===== config.mk =====
export PLATFORM = sky130hd
export DESIGN_NAME = core_exec_unit
export DESIGN_NICKNAME = d
export VERILOG_FILES = /design/src/rtl/core_exec_unit.sv
export SDC_FILE = /design/constraint.sdc
export NUM_CORES = 1
export LEC_CHECK = 0
export ABC_AREA = 0
export BUFFER_PORTS_ARGS = -buffer_cell sky130_fd_sc_hd__buf_2
export CELL_PAD_IN_SITES_DETAIL_PLACEMENT = 2
export CELL_PAD_IN_SITES_GLOBAL_PLACEMENT = 2
export CORE_UTILIZATION = 30
export DETAILED_ROUTE_END_ITERATION = 10
export PLACE_DENSITY_LB_ADDON = 0.1
export SLEW_MARGIN = 20
export SYNTH_ARGS = -nofsm -noshare
export SYNTH_HDL_FRONTEND = slang
export SYNTH_SLANG_ARGS = --single-unit

===== constraint.sdc =====
create_clock -name vclk -period 16.34
set_input_delay 4.902 -clock vclk [all_inputs]
set_output_delay 4.902 -clock vclk [all_outputs]
set_load 0.005 [all_outputs]

===== src/rtl/core_exec_unit.sv =====
// RV32I execute stage: operand bypass/select (prep) feeding ALU, branch compare and target (alu).
// Define CORE_EXEC_ALU_2_STAGE_EN to insert a resettable, flushable register between prep and alu.
module core_exec_unit (
    input  logic        i_clk,
    input  logic        i_reset,
    input  logic        i_flush,
    input  logic [4:0]  i_rs1,
    input  logic [4:0]  i_rs2,
    input  logic [1:0]  i_bp_rs1,
    input  logic [1:0]  i_bp_rs2,
    input  logic [31:0] i_rs1_val,
    input  logic [31:0] i_rs2_val,
    input  logic [31:0] i_memory_rd_val,
    input  logic [31:0] i_write_rd_val,
    input  logic [31:0] i_write_back_rd_val,
    input  logic        i_alu_op1_sel,
    input  logic        i_alu_op2_sel,
    input  logic [29:0] i_pc,
    input  logic [31:0] i_imm,
    input  logic [4:0]  i_alu_ctrl,
    input  logic        i_jump,
    input  logic        i_branch,
    input  logic        i_pc_sel,
    output logic [31:0] o_alu_result,
    output logic        o_pc_src,
    output logic [29:0] o_pc_target,
    output logic [31:0] o_rs2_val
);

    typedef struct packed {
        logic [31:0] op1;
        logic [31:0] op2;
        logic [31:0] bp1;
        logic [31:0] bp2;
        logic [31:0] imm;
        logic [29:0] pc;
        logic [4:0]  alu_ctrl;
        logic        jump;
        logic        branch;
        logic        pc_sel;
    } stage_t;

    logic [31:0] bp1, bp2;
    stage_t      stage_d, stage;
    logic        unused;

    // ---------------- prep: bypass and operand select ----------------
    always_comb begin
        bp1 = '0;
        if (i_rs1 != 5'd0) begin
            case (i_bp_rs1)
                2'b00:   bp1 = i_rs1_val;
                2'b01:   bp1 = i_memory_rd_val;
                2'b10:   bp1 = i_write_rd_val;
                default: bp1 = i_write_back_rd_val;
            endcase
        end
    end

    always_comb begin
        bp2 = '0;
        if (i_rs2 != 5'd0) begin
            case (i_bp_rs2)
                2'b00:   bp2 = i_rs2_val;
                2'b01:   bp2 = i_memory_rd_val;
                2'b10:   bp2 = i_write_rd_val;
                default: bp2 = i_write_back_rd_val;
            endcase
        end
    end

    always_comb begin
        stage_d          = '0;
        stage_d.op1      = i_alu_op1_sel ? {i_pc, 2'b00} : bp1;
        stage_d.op2      = i_alu_op2_sel ? i_imm : bp2;
        stage_d.bp1      = bp1;
        stage_d.bp2      = bp2;
        stage_d.imm      = i_imm;
        stage_d.pc       = i_pc;
        stage_d.alu_ctrl = i_alu_ctrl;
        stage_d.jump     = i_jump;
        stage_d.branch   = i_branch;
        stage_d.pc_sel   = i_pc_sel;
    end

    // ---------------- optional stage register ----------------
    logic [31:0] target_sum;

`ifdef CORE_EXEC_ALU_2_STAGE_EN
    stage_t stage_q;

    // A cleared register decodes as ADD 0+0 with no redirect, so all outputs read zero.
    always_ff @(posedge i_clk or posedge i_reset) begin
        if (i_reset) begin
            stage_q <= '0;
        end else if (i_flush) begin
            stage_q <= '0;
        end else begin
            stage_q <= stage_d;
        end
    end

    assign stage  = stage_q;
    assign unused = ^target_sum[1:0];
`else
    assign stage  = stage_d;
    assign unused = ^{i_clk, i_reset, i_flush, target_sum[1:0]};
`endif

    // ---------------- alu: arithmetic, compare, target ----------------
    logic [31:0] diff;
    logic        cond;

    assign diff = stage.op1 - stage.op2;

    always_comb begin
        o_alu_result = '0;
        cond         = 1'b0;
        case (stage.alu_ctrl)
            5'b00000: o_alu_result = stage.op1 + stage.op2;
            5'b00001: o_alu_result = diff;
            5'b00010: o_alu_result = stage.op1 << stage.op2[4:0];
            5'b00011: o_alu_result = {31'd0, $signed(stage.op1) < $signed(stage.op2)};
            5'b00100: o_alu_result = {31'd0, stage.op1 < stage.op2};
            5'b00101: o_alu_result = stage.op1 ^ stage.op2;
            5'b00110: o_alu_result = stage.op1 >> stage.op2[4:0];
            5'b00111: o_alu_result = $unsigned($signed(stage.op1) >>> stage.op2[4:0]);
            5'b01000: o_alu_result = stage.op1 | stage.op2;
            5'b01001: o_alu_result = stage.op1 & stage.op2;
            5'b01010: o_alu_result = stage.op2;
            5'b10000: begin o_alu_result = diff; cond = (stage.op1 == stage.op2); end
            5'b10001: begin o_alu_result = diff; cond = (stage.op1 != stage.op2); end
            5'b10100: begin o_alu_result = diff; cond = ($signed(stage.op1) < $signed(stage.op2)); end
            5'b10101: begin o_alu_result = diff; cond = ($signed(stage.op1) >= $signed(stage.op2)); end
            5'b10110: begin o_alu_result = diff; cond = (stage.op1 < stage.op2); end
            5'b10111: begin o_alu_result = diff; cond = (stage.op1 >= stage.op2); end
            default: ;
        endcase
    end

    // Low two sum bits are dropped: JALR clears bit 0 and there is no misalignment trap.
    assign target_sum  = (stage.pc_sel ? stage.bp1 : {stage.pc, 2'b00}) + stage.imm;
    assign o_pc_target = target_sum[31:2];
    assign o_pc_src    = stage.jump | (stage.branch & cond);
    assign o_rs2_val   = stage.bp2;

endmodule


; After elaboration in Yosys (flattened, before gate mapping)
; Cells that the tools add are included.
[totals]
register_bits = 0
input_bits = 249
[op_classes]
add_sub_neg = 3
order_cmp = 4
eq_ne = 22
shift = 3
muxes = 9
n_bitwise = 5
reduce_logical = 6
[ops]
columns = cell, count
row1 = $pmux 32 s11, 1
row2 = $pmux 32 s3, 2
row3 = $mux 32, 5
row4 = $add 32x32->32, 2
row5 = $ge 32x32->1, 2
row6 = $lt 32x32->1, 2
row7 = $and 32x32->32, 1
row8 = $eq 32x32->1, 1
row9 = $ne 32x32->1, 1
row10 = $or 32x32->32, 1
row11 = $shl 32x5->32, 1
row12 = $shr 32x5->32, 1
row13 = $sshr 32x5->32, 1
row14 = $sub 32x32->32, 1
row15 = $xor 32x32->32, 1
row16 = $eq 5x5->1 const B, 6
row17 = $eq 5x3->1 const B, 4
row18 = $eq 5x4->1 const B, 3
row19 = $eq 5x2->1 const B, 2
row20 = $reduce_bool 5->1, 2
row21 = $reduce_or 7->1, 1
row22 = $pmux 1 s6, 1
row23 = $eq 5x1->1 const B, 1
row24 = $logic_not 5->1, 1
row25 = 5 further kinds, 8

; Depth between registers and ports, before layout
[depth]
ltp_word = 8
ltp_mapped = 20
mapped_depth_nobuf = 16

; Least setup slack after synthesis
; OpenSTA, ideal clock, no wires.
[synth_timing]
path_kind = input -> output
startpoint = input port i_rs2[0]
endpoint = output port o_alu_result[17]
arrival_time_ns = 9.363
t_required_ns = 11.438
path_slack_ns = 2.075
path_stages = 19
path_buffers = 6
path_cell_list = or4_1 clkbuf_2 o211ai_1 and2_1 buf_6 buf_4 buf_2 buf_4 buf_2 ha_1 nor3b_1 o31ai_1 a211o_1 a21o_1 a2111o_1 o311a_1 o31a_1 a221o_1 a211o_1
[synth_between]
elab_chain_len = 5
elab_cells_between_ends = 12
[synth_lines]
columns = item, line_no
row1 = "start, declared", 8  ; input logic [4:0] i_rs2,
row2 = $reduce_bool 5->1 *, 62  ; if (i_rs2 != 5'd0) begin
row3 = $mux 32 *, 62
row4 = $mux 32 *, 75  ; stage_d.op2 = i_alu_op2_sel ? i_imm : bp2;
row5 = "$sub 32x32->32, or another cell as far along", 114  ; assign diff = stage.op1 - stage.op2;
row6 = $pmux 32 s11 *, 119  ; case (stage.alu_ctrl)
row7 = "end, declared", 24  ; output logic [31:0] o_alu_result,
; Mark *: on every way between the ends. The rest lies on a longest branch, timed or not.

; Worst setup path in the final report
[layout_timing]
startpoint = input port i_rs2[3]
endpoint = output port o_alu_result[0]
[layout_between]
elab_chain_len = 5
elab_cells_between_ends = 14
[layout_lines]
columns = item, line_no
row1 = $reduce_bool 5->1 *, 62
row2 = $mux 32 *, 62
row3 = $mux 32 *, 75
row4 = "$sub 32x32->32, or another cell as far along", 114
row5 = $pmux 32 s11 *, 119
; Marked as above.

==> run summary <==
The most critical setup path has its startpoint at i_rs2[3]. From synthesis to final layout, the design area changed by 15.74%. For the finished layout, the period the worst path requires is 15.51 ns.

The tightest slew margin relative to the limit is 0.2559, and the post-placement cell count is 2,687. For the total number of nets in the final design, the log shows 2,482. Worst vdd rail ir drop: 20.97 µV. The first global-routing pass estimated 121.9 mm of wire.

The classification of the worst setup path is in -> out. The die extent in x came out at 212.6 µm. The worst hold-check path type is in -> out.

The transition time of the tightest slew-check pin is 1.104 ns, and the post-detailed-placement half-perimeter wirelength is 68.60 mm. In the post-synthesis netlist, the biggest area contributors are ha_1 12%, mux4_2 12%, mux2i_1 10%. The average instance area after synthesis is 7.121 µm², and the count of clock-net buffers in the final layout is 0. Setup violations remaining at the end of the flow were counted as 0. The tools report the sequential standard cell area as 0 µm². Entering global routing, the biggest net connects 62 pins. The run finished with clean final reports. From bottom edge to top edge, the die measures 212.6 µm. The run gives 7.103 nW as the leakage power of the design. The worst setup path is launched from a primary input. For this block, the via count after detailed routing is 17,320. Routability-driven placement finished with a final weighted congestion of 0.9970.

Setup repair after global routing left no endpoint under its margin. In this run, post-CTS repair resized a total of 0 instances. The Yosys step of the flow raised 0 warnings. In this run the power density over the cells is 58.48 nW/µm².

On the worst path, the slowest cell contributes a delay of 0.90 ns. For the max-slew violation count, the log shows 0. For the number of instances in the synthesized netlist, the log shows 1,868.

The count of buffers inserted at the top-level ports was 341. Walking the worst path, the cells encountered are buf_2 -> or4_1 -> or2_2 -> nand2_1 -> o21ai_0 -> inv_1 -> ha_1 -> inv_1 -> o21bai_1 -> a21oi_1 -> o21bai_1 -> a221o_1 -> a31oi_1 -> o21ai_0 -> or4_1 -> nand3_1 -> buf_2. For the initial antenna violation count, the log shows 13. The cell with the most instances after synthesis was nand2_1. The worst path arrival time came out at 10.61 ns. The netlist uses 90 different library cells. The critical path contains buffers and inverters numbering 4 combined. The number of top-level pins was 344.

Timing would allow up to 0.06446 GHz. In the finished design the tool counted flip-flops and latches totalling 0. The top cell type's share of synthesized area is 0.1195, and the post-route antenna net violation count is 0. The floorplan step defined a die boundary enclosing 45,190 µm².

The worst-path maximum fanout is 31, and the number of maximum-capacitance constraint violations is 0. STA puts the critical path data required time at 11.44 ns. The tools report the count of unresolved DRC violations after routing as 0.

The run gives 0 ns as the summed negative setup slack over all endpoints. The initial core utilization is 0.3068, and the net count of the mapped netlist is 2,246. The kind of end point of the critical path was an output pin. For the number of endpoints with negative hold slack in the final report, the log shows 0. Cell type of the slowest stage on the worst timing path: o21ai_0. Cell accounting for the most synthesized area: ha_1.

The layout filler cell count was 5,289. The wire length per cell after detailed routing was 31.03 µm; the area of the core region was 43,360 µm². The finished layout holds 2,698 standard cells, fillers aside. In this run the most critical hold path is launched from i_jump. The logs give 15,400 µm² for the post-layout instance area and 0 for the count of hold buffers inserted by post-cts repair. The layout cell share with drive strength beyond 1 is 0.2369. Final critical-path share of the clock period: 0.9494. The cell area after synthesis is 13,300 µm², and the post-CTS setup buffer count is 0. After detailed routing, the total wire length is 83.72 mm. After synthesis, the most frequently instantiated cells are 175 x nand2_1, 158 x nor2_1, 150 x a21oi_1. The site row count is 76. The global route total overflow was 0. In the routed layout, each cell is associated on average with a via count of 6.419. Summing all multi-input logic gate instances after layout gives 12,100 µm². For the global routing usage summed across all routing layers, the log shows 0.3614. The cell type group with the largest total delay on the critical path is compound AO/OA/AOI/OAI gates. The placement-stage cell area was 15,360 µm². The pre-antenna-repair detailed-routing pass consisted of 5 iterations. The via count of the first global-routing pass was 17,970; the sequential element share of the synthesized area was 0.

For this block, the initial DRC count from the detailed router was 1,390.
[power by group]
part / total, mW / internal, mW / switching, mW
Clock: 0.0000000905 / 0.0000000904 / 0
Sequential: 0 / 0 / 0
Combinational: 0.900 / 0.320 / 0.581
[cell families (layout without fill, tap and decap cells)]
group	after synthesis	in the layout	share of synthesized area
muxes	211	211	0.2261
other	0	11	0
buffers and inverters	285	519	0.09255
AOI/OAI and AO/OA	690	690	0.3612
adders and majority gates	129	129	0.1225
xor gates and xnor gates	23	23	0.01514
and+or+nand+nor	530	530	0.1826
[area by class of cell]
class / instances / area share
Antenna cell: 11 / 0.001788
Inverter: 137 / 0.03405
Tap cell: 585 / 0.04754
Timing Repair Buffer: 382 / 0.1308
Multi-Input combinational cell: 1583 / 0.7858
[worst paths after layout]
| kind | slack (ns) | endpoint | cells past startpoint |
|---|---|---|---|
| worst max-delay path | 0.83 | o_alu_result[0] | 17 |
| worst min-delay path | 10.07 | o_pc_src | 3 |
[per-layer routing]
| metal | vias to the layer above | global-route usage | routed length (µm) |
|---|---|---|---|
| li1 | 7610 | - | - |
| met1 | 8870 | 0.4734 | 35860 |
| met2 | 696 | 0.6069 | 39530 |
| met3 | 138 | 0.03796 | 4754 |
| met4 | 4 | 0.1372 | 3554 |
| met5 | - | 0 | 26 |
[cell usage in the layout (no fill, tap or decap), drive strengths merged, types with 12 or more instances in the layout]
| master | n |
|---|---|
| buf | 382 |
| nand2 | 175 |
| nor2 | 159 |
| a21oi | 152 |
| inv | 137 |
| mux2i | 134 |
| ha | 127 |
| o21ai | 124 |
| mux4 | 70 |
| a22o | 56 |
| o211ai | 50 |
| nand3 | 47 |
| nor3 | 44 |
| a21o | 33 |
| a211oi | 25 |
| o221ai | 24 |
| a221oi | 24 |
| o22ai | 21 |
| a31oi | 18 |
| o21bai | 18 |
| xnor2 | 17 |
| and2 | 16 |
| a211o | 14 |
| o21a | 14 |
| o31ai | 12 |
| nor2b | 12 |
| a221o | 12 |
| and3 | 12 |
[worst min-delay path, cell delays in order]
cell and delay, ns:
buf_2 0.08, a31o_2 0.09, buf_2 0.10
[per-stage QoR]
step                worst slack [ns]  utilization  power (mW)  hold slack, ns
floorplan                      2.075            -      0.5374           9.886
finish                        0.8266       0.3551      0.9004           10.07
global placement              0.9692       0.3543      0.8564           10.06
CTS                           0.8743       0.3543      0.8826           10.08
global route                  0.6622       0.3549      0.9523           10.09
detailed placement            0.8971       0.3543      0.8786           10.08
Note: power is estimated with default switching activity, not from simulation.
